## src/rtl/ifu_fetch.sv

```systemverilog
// ifu_fetch: single-outstanding instruction fetch unit (request -> capture -> handoff -> next PC).
// Optional completed-handoff counter enabled by defining IFU_FETCH_CNT_EN.
module ifu_fetch #(
  parameter logic [31:0] RESET_PC = 32'h8000_0000
) (
  input  logic        clk,
  input  logic        rst,
  output logic        mem_req_valid,
  input  logic        mem_req_ready,
  output logic [31:0] mem_addr,
  input  logic        mem_resp_valid,
  input  logic [31:0] mem_rdata,
  output logic        valid_out_idu,
  input  logic        ready_in_idu,
  output logic [31:0] pc,
  output logic [31:0] inst,
  input  logic        pc_upd_valid,
  input  logic [31:0] pc_upd,
  output logic [31:0] fetch_cnt
);

  localparam logic [31:0] NOP_INST = 32'h0000_0013;

  typedef enum logic [1:0] {
    FETCH      = 2'b00,
    WAIT_MEM   = 2'b01,
    WAIT_READY = 2'b10,
    WAIT_PC    = 2'b11
  } state_t;

  state_t      state_r;
  state_t      state_next_s;
  logic [31:0] pc_r;
  logic [31:0] pc_next_s;
  logic [31:0] inst_r;
  logic [31:0] inst_next_s;

  // Next-state and datapath update selection
  always_comb begin
    state_next_s = state_r;
    pc_next_s    = pc_r;
    inst_next_s  = inst_r;
    case (state_r)
      FETCH: begin
        if (mem_req_ready) begin
          state_next_s = WAIT_MEM;
        end else begin
          state_next_s = FETCH;
        end
      end
      WAIT_MEM: begin
        if (mem_resp_valid) begin
          state_next_s = WAIT_READY;
          inst_next_s  = mem_rdata;
        end else begin
          state_next_s = WAIT_MEM;
        end
      end
      WAIT_READY: begin
        if (ready_in_idu) begin
          state_next_s = WAIT_PC;
        end else begin
          state_next_s = WAIT_READY;
        end
      end
      WAIT_PC: begin
        // Instruction fetches are word aligned; drop the low address bits.
        if (pc_upd_valid) begin
          state_next_s = FETCH;
          pc_next_s    = {pc_upd[31:2], 2'b00};
        end else begin
          state_next_s = WAIT_PC;
        end
      end
      default: begin
        state_next_s = FETCH;
      end
    endcase
  end

  // State, PC and instruction registers
  always_ff @(posedge clk) begin
    if (rst) begin
      state_r <= FETCH;
      pc_r    <= RESET_PC;
      inst_r  <= NOP_INST;
    end else begin
      state_r <= state_next_s;
      pc_r    <= pc_next_s;
      inst_r  <= inst_next_s;
    end
  end

  // Handshake strobes are gated by rst so nothing leaks out during reset.
  assign mem_req_valid = (state_r == FETCH) && !rst;
  assign valid_out_idu = (state_r == WAIT_READY) && !rst;
  assign mem_addr      = pc_r;
  assign pc            = pc_r;
  assign inst          = inst_r;

`ifdef IFU_FETCH_CNT_EN
  logic        handoff_s;
  logic [31:0] fetch_cnt_r;

  assign handoff_s = valid_out_idu && ready_in_idu;

  // Completed-handoff counter, wraps naturally at 2^32
  always_ff @(posedge clk) begin
    if (rst) begin
      fetch_cnt_r <= 32'h0000_0000;
    end else if (handoff_s) begin
      fetch_cnt_r <= fetch_cnt_r + 32'h0000_0001;
    end else begin
      fetch_cnt_r <= fetch_cnt_r;
    end
  end

  assign fetch_cnt = fetch_cnt_r;
`else
  assign fetch_cnt = 32'h0000_0000;
`endif

endmodule

```

## config.mk

```make
export PLATFORM = sky130hd
export DESIGN_NAME = ifu_fetch
export DESIGN_NICKNAME = d
export VERILOG_FILES = /design/src/rtl/ifu_fetch.sv
export SDC_FILE = /design/constraint.sdc
export NUM_CORES = 1
export LEC_CHECK = 0
export BUFFER_PORTS_ARGS = -buffer_cell sky130_fd_sc_hd__buf_2
export CORE_ASPECT_RATIO = 2
export CORE_MARGIN = 3
export CORE_UTILIZATION = 44
export CTS_BUF_LIST = sky130_fd_sc_hd__clkbuf_16
export DETAILED_ROUTE_END_ITERATION = 8
export PLACE_DENSITY = 0.85
export SLEW_MARGIN = 20
export SYNTH_ARGS = -nofsm -noshare
export SYNTH_HDL_FRONTEND = slang
export SYNTH_SLANG_ARGS = --single-unit
```

## constraint.sdc

```tcl
create_clock -name clk -period 3.3 [get_ports clk]
set_input_delay 0.66 -clock clk [delete_from_list [all_inputs] [get_ports clk]]
set_output_delay 0.66 -clock clk [all_outputs]
set_load 0.005 [all_outputs]
```

==> results_dict.tcl, run 1 <==
set metrics [dict create \
    syn_to_final_growth_pct 24.4 \
    netlist_area_um2 2850 \
    avgSynthCellArea_um2 8.06 \
    status "finished clean" \
    cpMaxStageDelayCell "buf_2" \
    max_cap_violations 0 \
    final_nets 545 \
    power_mw 1.84 \
    pre_cts_ws_ns 1.18 \
    criticalPathCategory "input port to output pin" \
    worstPathCellList "buf_2 > nor3b_1 > buf_2" \
    ys_types 19 \
    cp_common_cell "buf_2" \
    cp-start-kind "input port" \
    cp_max_fo 23 \
    regArea_um2 1280 \
    finalHoldViolations 0 \
    final_max_slew_viol_count 0 \
    overflow 0 \
    clock-sinks 64 \
    slew_headroom_pct 62.0 \
    rsz0062_at_grt "false" \
    antenna_found_initial 0 \
    post-cts-setup-buffers 0 \
    place_hpwl_um 5000 \
    postLayoutCoreUtil_pct 57.7 \
    fin_skew_ns 0.00405 \
    setup-violations-final 0 \
    power_leakage_nw 1.75 \
    clk_pin_slew_ns 0.05 \
    portBuffers 161 \
    clock_path_buffers 2 \
    fmax_mhz 518 \
    holdWs_ns 0.452 \
    cts_buffers 9 \
    multiInputGateArea_um2 1050 \
    synth-seq-cells 64 \
    cp_slowest_stage_delay_ns 0.37 \
    peakVddDrop_mv 0.357 \
    start_util_pct 46.4 \
    grt_usage_pct 17.3 \
    fill_cells 570 \
    period_share_pct 58.5 \
    grt_max_degree 49 \
    synth_seq_area_share_pct 44.9 \
    htreeDepth 3 \
    finalSetupTns_ns 0 \
    drive_above_1_share_pct 39.6 \
    grt_pass1_wl_um 10300 \
    wl_um 6560 \
    wl_per_cell_um 11.6 \
    via_per_inst 4.50 \
    ios 200 \
    drt_iter0_drc 79 \
    diodes 0 \
    cts_root_buf "clkbuf_16" \
    gp_congestion 0.713 \
    cts-resized-gates 0 \
    drc 0 \
    dr.pass1.iters 4 \
    syn_inst 354 \
    core_region_area_um2 6160 \
    p_per_area_nw_per_um2 519 \
    worstPathArrival_ns 1.27 \
    yosys_warnings 0 \
    die_x_um 63.0 \
    vias 2539 \
    ant_nets 0 \
    die_area_um2 7550 \
    critPathRequiredTime_ns 2.64 \
    cts_tree "built" \
    timing.final.ws_setup_ns 1.37 \
    rows 40 \
    clk_latency_ns 0.31 \
    die_height_um 120 \
    cts_hold_buf 0 \
    worst_pin_slew_ns 0.569 \
    min_path_type "register to register" \
    cp-end-kind "output pin" \
    first_global_vias 2354 \
    min_period_ns 1.93 \
]
## metrics by stage
| stage | std cells | cell area, um2 |
|---|---|---|
| final | 564 | 3550 |
| after global routing | 564 | 3550 |
| after CTS | 564 | 3540 |
| after detailed placement | 548 | 3260 |
| after global placement | 548 | 3260 |
| after floorplan | 389 | 2990 |
## worst paths after layout
path | start | end | slack [ns] | depth (start not counted)
setup / recovery | rst | valid_out_idu | 1.37 | 3
hold / removal | inst[9] | inst[9] | 0.45 | 2
setup reg to reg | state_r[0] | mem_addr[31] | 1.79 | 3
hold reg to reg | inst[9] | inst[9] | 0.45 | 2
## critical path: cells and delay by family
| family | cells | cell delay (ns) |
|---|---|---|
| AND/OR/NAND/NOR | 1 | 0.09 |
| buffers and inverters | 2 | 0.52 |
## logic make-up after synthesis
| kind of cell | share of synthesized area [%] |
|---|---|
| compound gates | 12.4 |
| flops | 44.9 |
| buf+inv | 23.2 |
| other cells | 0.131 |
| simple gates | 19.4 |
## placed cells by master (no fill, tap or decap), types with 2 or more instances in the layout
| cell type | Yosys | layout |
|---|---|---|
| a21oi_1 | 50 | 50 |
| a21oi_2 | 10 | 10 |
| buf_2 | 7 | 161 |
| buf_4 | 68 | 4 |
| clkbuf_16 | 0 | 9 |
| clkinv_1 | 0 | 2 |
| clkinv_2 | 0 | 2 |
| conb_1 | 1 | 36 |
| dfxtp_1 | 64 | 64 |
| inv_1 | 0 | 2 |
| nand2_1 | 117 | 117 |
| nor2_1 | 5 | 5 |
| nor3_1 | 8 | 8 |
| nor3_2 | 2 | 2 |
## cells in the mapped netlist, drive strengths merged
cell type / n / area (um2)
nand2: 117 / 439
buf: 83 / 636
dfxtp: 64 / 1280
a21oi: 60 / 338
nor3: 10 / 60.1
clkbuf: 7 / 26.3
nor2: 5 / 18.8
a211o: 1 / 8.76
and3: 1 / 6.26
and3b: 1 / 8.76
conb: 1 / 3.75
nand3: 1 / 5.00
nand3b: 1 / 7.51
nor3b: 1 / 7.51
o211ai: 1 / 7.51
## layout make-up
class | count | share of cell area (%)
clock buffer | 9 | 6.34
tap | 84 | 2.96
sequential | 64 | 36.1
multi-input combinational | 235 | 29.5
clock inverter | 7 | 1.55
timing repair buffer | 165 | 23.5
## power by group
group / switching [mW] / internal (mW) / leakage [nW]
sequential: 0.0168 / 0.799 / 0.518
combinational: 0.0882 / 0.0699 / 1.08
clock: 0.298 / 0.569 / 0.147
## state kept, by name, summed over array words and instances, names as in the netlist
register,count
mem_addr,30
state_r,2
inst,32
## metal layers
layer,vias up,part of all wire (%),track usage [%],routed length [um]
met5,-,0,0,0
met4,0,1.9,9.13,123
met1,1140,33,15.7,2170
met3,10,7.4,4.12,487
li1,1262,-,-,-
met2,127,58,33.8,3780
(Power assumes the default switching activity.)
==> run 2: changes to the inputs <==
ABC_AREA = 1   (was default)
CORE_UTILIZATION = 42   (was 44)
PLACE_DENSITY = 0.8   (was 0.85)
clock period = 1.8 ns   (was 3.3 ns; I/O delays follow)
==> run 2 against run 1 <==
Net effect: routed wire length increased by 7.3%; highest routed layer unchanged; largest power group is now registers; clock skew up 0.0052 ns; global-route usage fell by 0.57 points; worst hold slack got worse by 0.21 ns; sequential power increased by 89%; register-to-register slack got worse by 1.4 ns; power rose by 89%; non-clock buffer count increased by 3.
==> results_dict.tcl, run 2 <==
set metrics [dict create \
    status "finished clean" \
    worst_pin_slew_ns 0.628 \
    vias 2878 \
    min_path_type "input port to register" \
    drc 0 \
    reg2reg_depth 5 \
    die_area_um2 8440 \
    yosysTopAreaCell "dfxtp_1" \
    wl_per_cell_um 11.0 \
    yosysMostFrequentCell "nand2_1" \
    p_per_area_nw_per_um2 914 \
    synth_fa_ha_area_share_pct 0 \
    final_common_cell "buf_2" \
    ys.flop_type "dfxtp_1" \
    yosys_warnings 0 \
    ys_top_cells_by_count "nand2_1 (97), buf_4 (70), dfxtp_1 (64), nor2_1 (61), inv_1 (33)" \
    worstPathCellList "buf_6 > nor3_1 > buf_2" \
    synth-edff-count 0 \
    grt_usage_pct 16.7 \
    muxShareOfSynthArea_pct 0 \
    setup-violations-final 0 \
    largest_register_ff_count 32 \
    wl_um 7040 \
    syn_to_final_growth_pct 24.0 \
    period_share_pct 91.2 \
    critPathRequiredTime_ns 1.44 \
    avgSynthCellArea_um2 7.27 \
    r2r-end "mem_addr[31]" \
    max_cap_violations 0 \
    place_hpwl_um 5190 \
    cp-end-kind "output pin" \
    peakVddDrop_mv 0.571 \
    finalSetupTns_ns 0 \
    overflow 0 \
    slew_headroom_pct 57.9 \
    cts_tree "built" \
    drive_above_1_share_pct 33.2 \
    gp_congestion 0.720 \
    drt_iter0_drc 75 \
    start_util_pct 43.6 \
    post-cts-setup-buffers 0 \
    synth-seq-cells 64 \
    clk_pin_slew_ns 0.05 \
    criticalPathCategory "register to output pin" \
    htreeDepth 3 \
    r2r-start "state_r[1]" \
    final_cell_mix "buf_2 (161), nand2_1 (97), dfxtp_1 (64)" \
    grt_pass1_wl_um 11200 \
    synth_simple_gate_area_share_pct 27.4 \
    postLayoutCoreUtil_pct 54.1 \
    cpMaxStageDelayCell "dfxtp_1" \
    worst_hold_path.endpoint "inst[4]" \
    regToRegSetupSlack_ns 0.37 \
    synth_area_leaders "dfxtp_1 (42%), buf_4 (17%), nand2_1 (12%)" \
    clock_path_buffers 2 \
    antenna_found_initial 0 \
    syn_inst 423 \
    synth_top_family_by_area "simple AND/OR/NAND/NOR gates" \
    fmax_mhz 609 \
    hp-start "mem_rdata[4]" \
    final_max_slew_viol_count 0 \
    dr.pass1.iters 4 \
    grt_max_degree 35 \
    diodes 0 \
    worstPathArrival_ns 1.28 \
    cp_max_fo 33 \
    min_period_ns 1.64 \
    synthArstFlopShare_pct 0 \
    cp-start-kind "register" \
    portBuffers 161 \
    finalHoldViolations 0 \
    rsz0062_at_grt "false" \
    via_per_inst 4.50 \
    cp_slowest_stage_delay_ns 0.42 \
    rows 43 \
    clk_latency_ns 0.32 \
    ios 200 \
    synthXorXnorAreaFrac_pct 0 \
    fin_skew_ns 0.00927 \
    cts_root_buf "clkbuf_16" \
    power_leakage_nw 2.14 \
    cts_buffers 9 \
    clock-sinks 64 \
    ant_nets 0 \
    die_x_um 66.5 \
    netlist_area_um2 3070 \
    synth_seq_area_share_pct 41.7 \
    holdPathStages 3 \
    first_global_vias 2665 \
    synth_compound_area_share_pct 5.21 \
    core_region_area_um2 7050 \
    die_height_um 127 \
    ys_types 17 \
    final_nets 614 \
    synth_top_area_share_pct 41.7 \
]
## run 2: area by class of cell
cell class	count	area, um2
Timing Repair Buffer	168	887
Multi-Input combinational cell	266	1140
Sequential cell	64	1280
Inverter	35	134
Tap cell	90	113
Clock inverter	7	32.5
Fill cell	667	3240
Clock buffer	9	225
## run 2: how the worst max path moves through the flow
stage / startpoint / end / cells past startpoint
2_1_floorplan: rst / mem_req_valid / 3
5_1_grt: state_r[0] / valid_out_idu / 3
6_report: state_r[0] / valid_out_idu / 3
3_3_place_gp: rst / inst[9] / 5
4_1_cts: state_r[0] / valid_out_idu / 3
3_5_place_dp: rst / inst[19] / 5
## run 2: power breakdown
group	internal (mW)	switching (mW)	leakage, nW
Sequential	1.49	0.0415	0.520
Combinational	0.195	0.285	1.48
Clock	0.904	0.563	0.136
## run 2: logic make-up (layout without fill, tap and decap cells)
| kind of cell | Yosys count | count (layout) |
|---|---|---|
| other cells | 1 | 36 |
| buf+inv | 128 | 219 |
| simple gates | 198 | 198 |
| flops | 64 | 64 |
| compound gates | 32 | 32 |
## run 2: layer usage
| metal | track usage [%] | vias up | wire (um) |
|---|---|---|---|
| li1 | - | 1460 | - |
| met1 | 16.5 | 1260 | 2670 |
| met2 | 30.5 | 144 | 3670 |
| met3 | 4.40 | 14 | 551 |
| met4 | 8.86 | 0 | 152 |
| met5 | 0 | - | 0 |
## run 2: timing repair
action | 4_1_cts | 5_1_grt
gates resized for setup | 0 | 1
hold buffers | 0 | 0
setup endpoints to repair | 0 | 1
endpoints found under the hold margin | 0 | 0
## run 2: worst max-delay path: cells and delay by family, from the launching register on
kind / cells / cell delay, ns
buf+inv: 2 / 0.43
flops: 1 / 0.42
simple gates: 1 / 0.10
## run 2: stage by stage
stage               hold slack (ns)  std cells  total power, mW  instance area [um2]  setup slack (ns)
finish                        0.246        639             3.48                 3810             0.159
CTS                           0.235        639             3.54                 3810            0.0762
global placement              0.451        623             2.03                 3550             0.247
global route                  0.257        639             3.68                 3810            0.0725
floorplan                     0.466        458             1.91                 3210             0.594
detailed placement            0.458        623             2.04                 3550             0.190
==> run 3: changes to the inputs <==
MAX_ROUTING_LAYER = met4   (was default)
==> run 3 against run 2 <==
Net effect: combinational power barely moved; power barely moved; die area did not move; non-clock buffer count did not move; register-to-register slack barely moved; routed wire length fell by 0.11%; utilization did not move; fmax barely moved; clock skew barely moved.
==> results_dict.tcl, run 3 (same netlist as run 2, synthesis figures left out) <==
set metrics [dict create \
    design_area_um2 3810 \
    dr.pass1.iters 4 \
    die_height_um 127 \
    status "finished clean" \
    fin_skew_ns 0.00912 \
    min_period_ns 1.64 \
    placed_cells 623 \
    worstPathCellList "buf_6 > nor3_1 > buf_2" \
    antenna_found_initial 0 \
    power_leakage_nw 2.14 \
    clk_pin_slew_ns 0.05 \
    final_common_cell "buf_2" \
    ant_nets 0 \
    place_hpwl_um 5190 \
    worst_pin_slew_ns 0.624 \
    final_max_slew_viol_count 0 \
    postLayoutCoreUtil_pct 54.1 \
    diodes 0 \
    rows 43 \
    place_area_um2 3550 \
    die_x_um 66.5 \
    overflow 0 \
    grt_pass1_wl_um 11200 \
    final_cell_mix "buf_2 (161), nand2_1 (97), dfxtp_1 (64)" \
    final_nets 614 \
    clock-sinks 64 \
    clock_path_buffers 2 \
    ios 200 \
    grt_usage_pct 17.2 \
    finalSetupTns_ns 0 \
    die_area_um2 8440 \
    endpoint "valid_out_idu" \
    r2r-start "state_r[1]" \
    holdWs_ns 0.247 \
    regToRegSetupSlack_ns 0.37 \
    cts_buffers 9 \
    max_cap_violations 0 \
    crit_start "state_r[0]" \
    cts_tree "built" \
    core_region_area_um2 7050 \
    cp_slowest_stage_delay_ns 0.42 \
    p_per_area_nw_per_um2 913 \
    cts_hold_buf 0 \
    wl_um 7030 \
    setup-violations-final 0 \
    cpMaxStageDelayCell "dfxtp_1" \
    critPathRequiredTime_ns 1.44 \
    reg2reg_depth 5 \
    pre_cts_ws_ns 0.190 \
    cp-end-kind "output pin" \
    drc 0 \
    period_share_pct 91.2 \
    worstPathArrival_ns 1.28 \
    via_per_inst 4.49 \
    timing.final.ws_setup_ns 0.159 \
    rsz0062_at_grt "false" \
    cp-start-kind "register" \
    min_path_type "input port to register" \
    cp_max_fo 33 \
    drt_iter0_drc 82 \
    power_mw 3.48 \
    htreeDepth 3 \
    clk_latency_ns 0.32 \
    largest_register_ff_count 32 \
    wl_per_cell_um 11.0 \
    start_util_pct 43.6 \
    slew_headroom_pct 58.1 \
    grt_max_degree 35 \
    drive_above_1_share_pct 33.2 \
    finalHoldViolations 0 \
    final_cell_count_no_fill 639 \
    portBuffers 161 \
    vias 2866 \
    criticalPathCategory "register to output pin" \
    cts_root_buf "clkbuf_16" \
    syn_to_final_growth_pct 24.0 \
    first_global_vias 2662 \
    fmax_mhz 609 \
    r2r-end "mem_addr[21]" \
    gp_congestion 0.729 \
    peakVddDrop_mv 0.565 \
]
run 3: cell counts in the layout (fill, tap and decap cells not counted):
Identical to the previous run, type by type.
run 3: final cells by class:
type	count	area, um2
clock inverter	7	32.5
multi-input combinational	266	1140
sequential	64	1280
fill	667	3240
tap	90	113
timing repair buffer	168	887
inverter	35	134
clock buffer	9	225
run 3: per-layer routing:
layer,global-route usage [%],up-vias,wire [um]
li1,-,1459,-
met1,16.7,1252,2680
met2,30.5,143,3690
met3,4.84,12,527
met4,8.14,0,133
met5,-,-,0
run 3: worst min-delay path by stage:
| stage | depth (start not counted) | startpoint | end |
|---|---|---|---|
| after floorplan | 2 | inst[0] | inst[0] |
| after global placement | 2 | inst[4] | inst[4] |
| after detailed placement | 2 | inst[0] | inst[0] |
| after CTS | 3 | mem_rdata[4] | inst[4] |
| after global routing | 3 | mem_rdata[4] | inst[4] |
| final | 3 | mem_rdata[4] | inst[4] |
run 3: critical path, delay by kind of cell, from the launching register on:
family	cells	cell delay [ns]
buf+inv	2	0.43
flops	1	0.42
simple gates	1	0.10
run 3: power breakdown:
group	total, mW	internal (mW)	switching (mW)	leakage (nW)
Clock	1.46	0.903	0.561	0.136
Combinational	0.480	0.195	0.285	1.48
Sequential	1.54	1.49	0.0416	0.520
Total	3.48	2.59	0.887	2.14
run 3: timing repair:
item | 4_1_cts | 5_1_grt
setup endpoints to repair | 0 | 1
setup buffers | 0 | 0
gates resized for setup | 0 | 1
endpoints found under the hold margin | 0 | 0
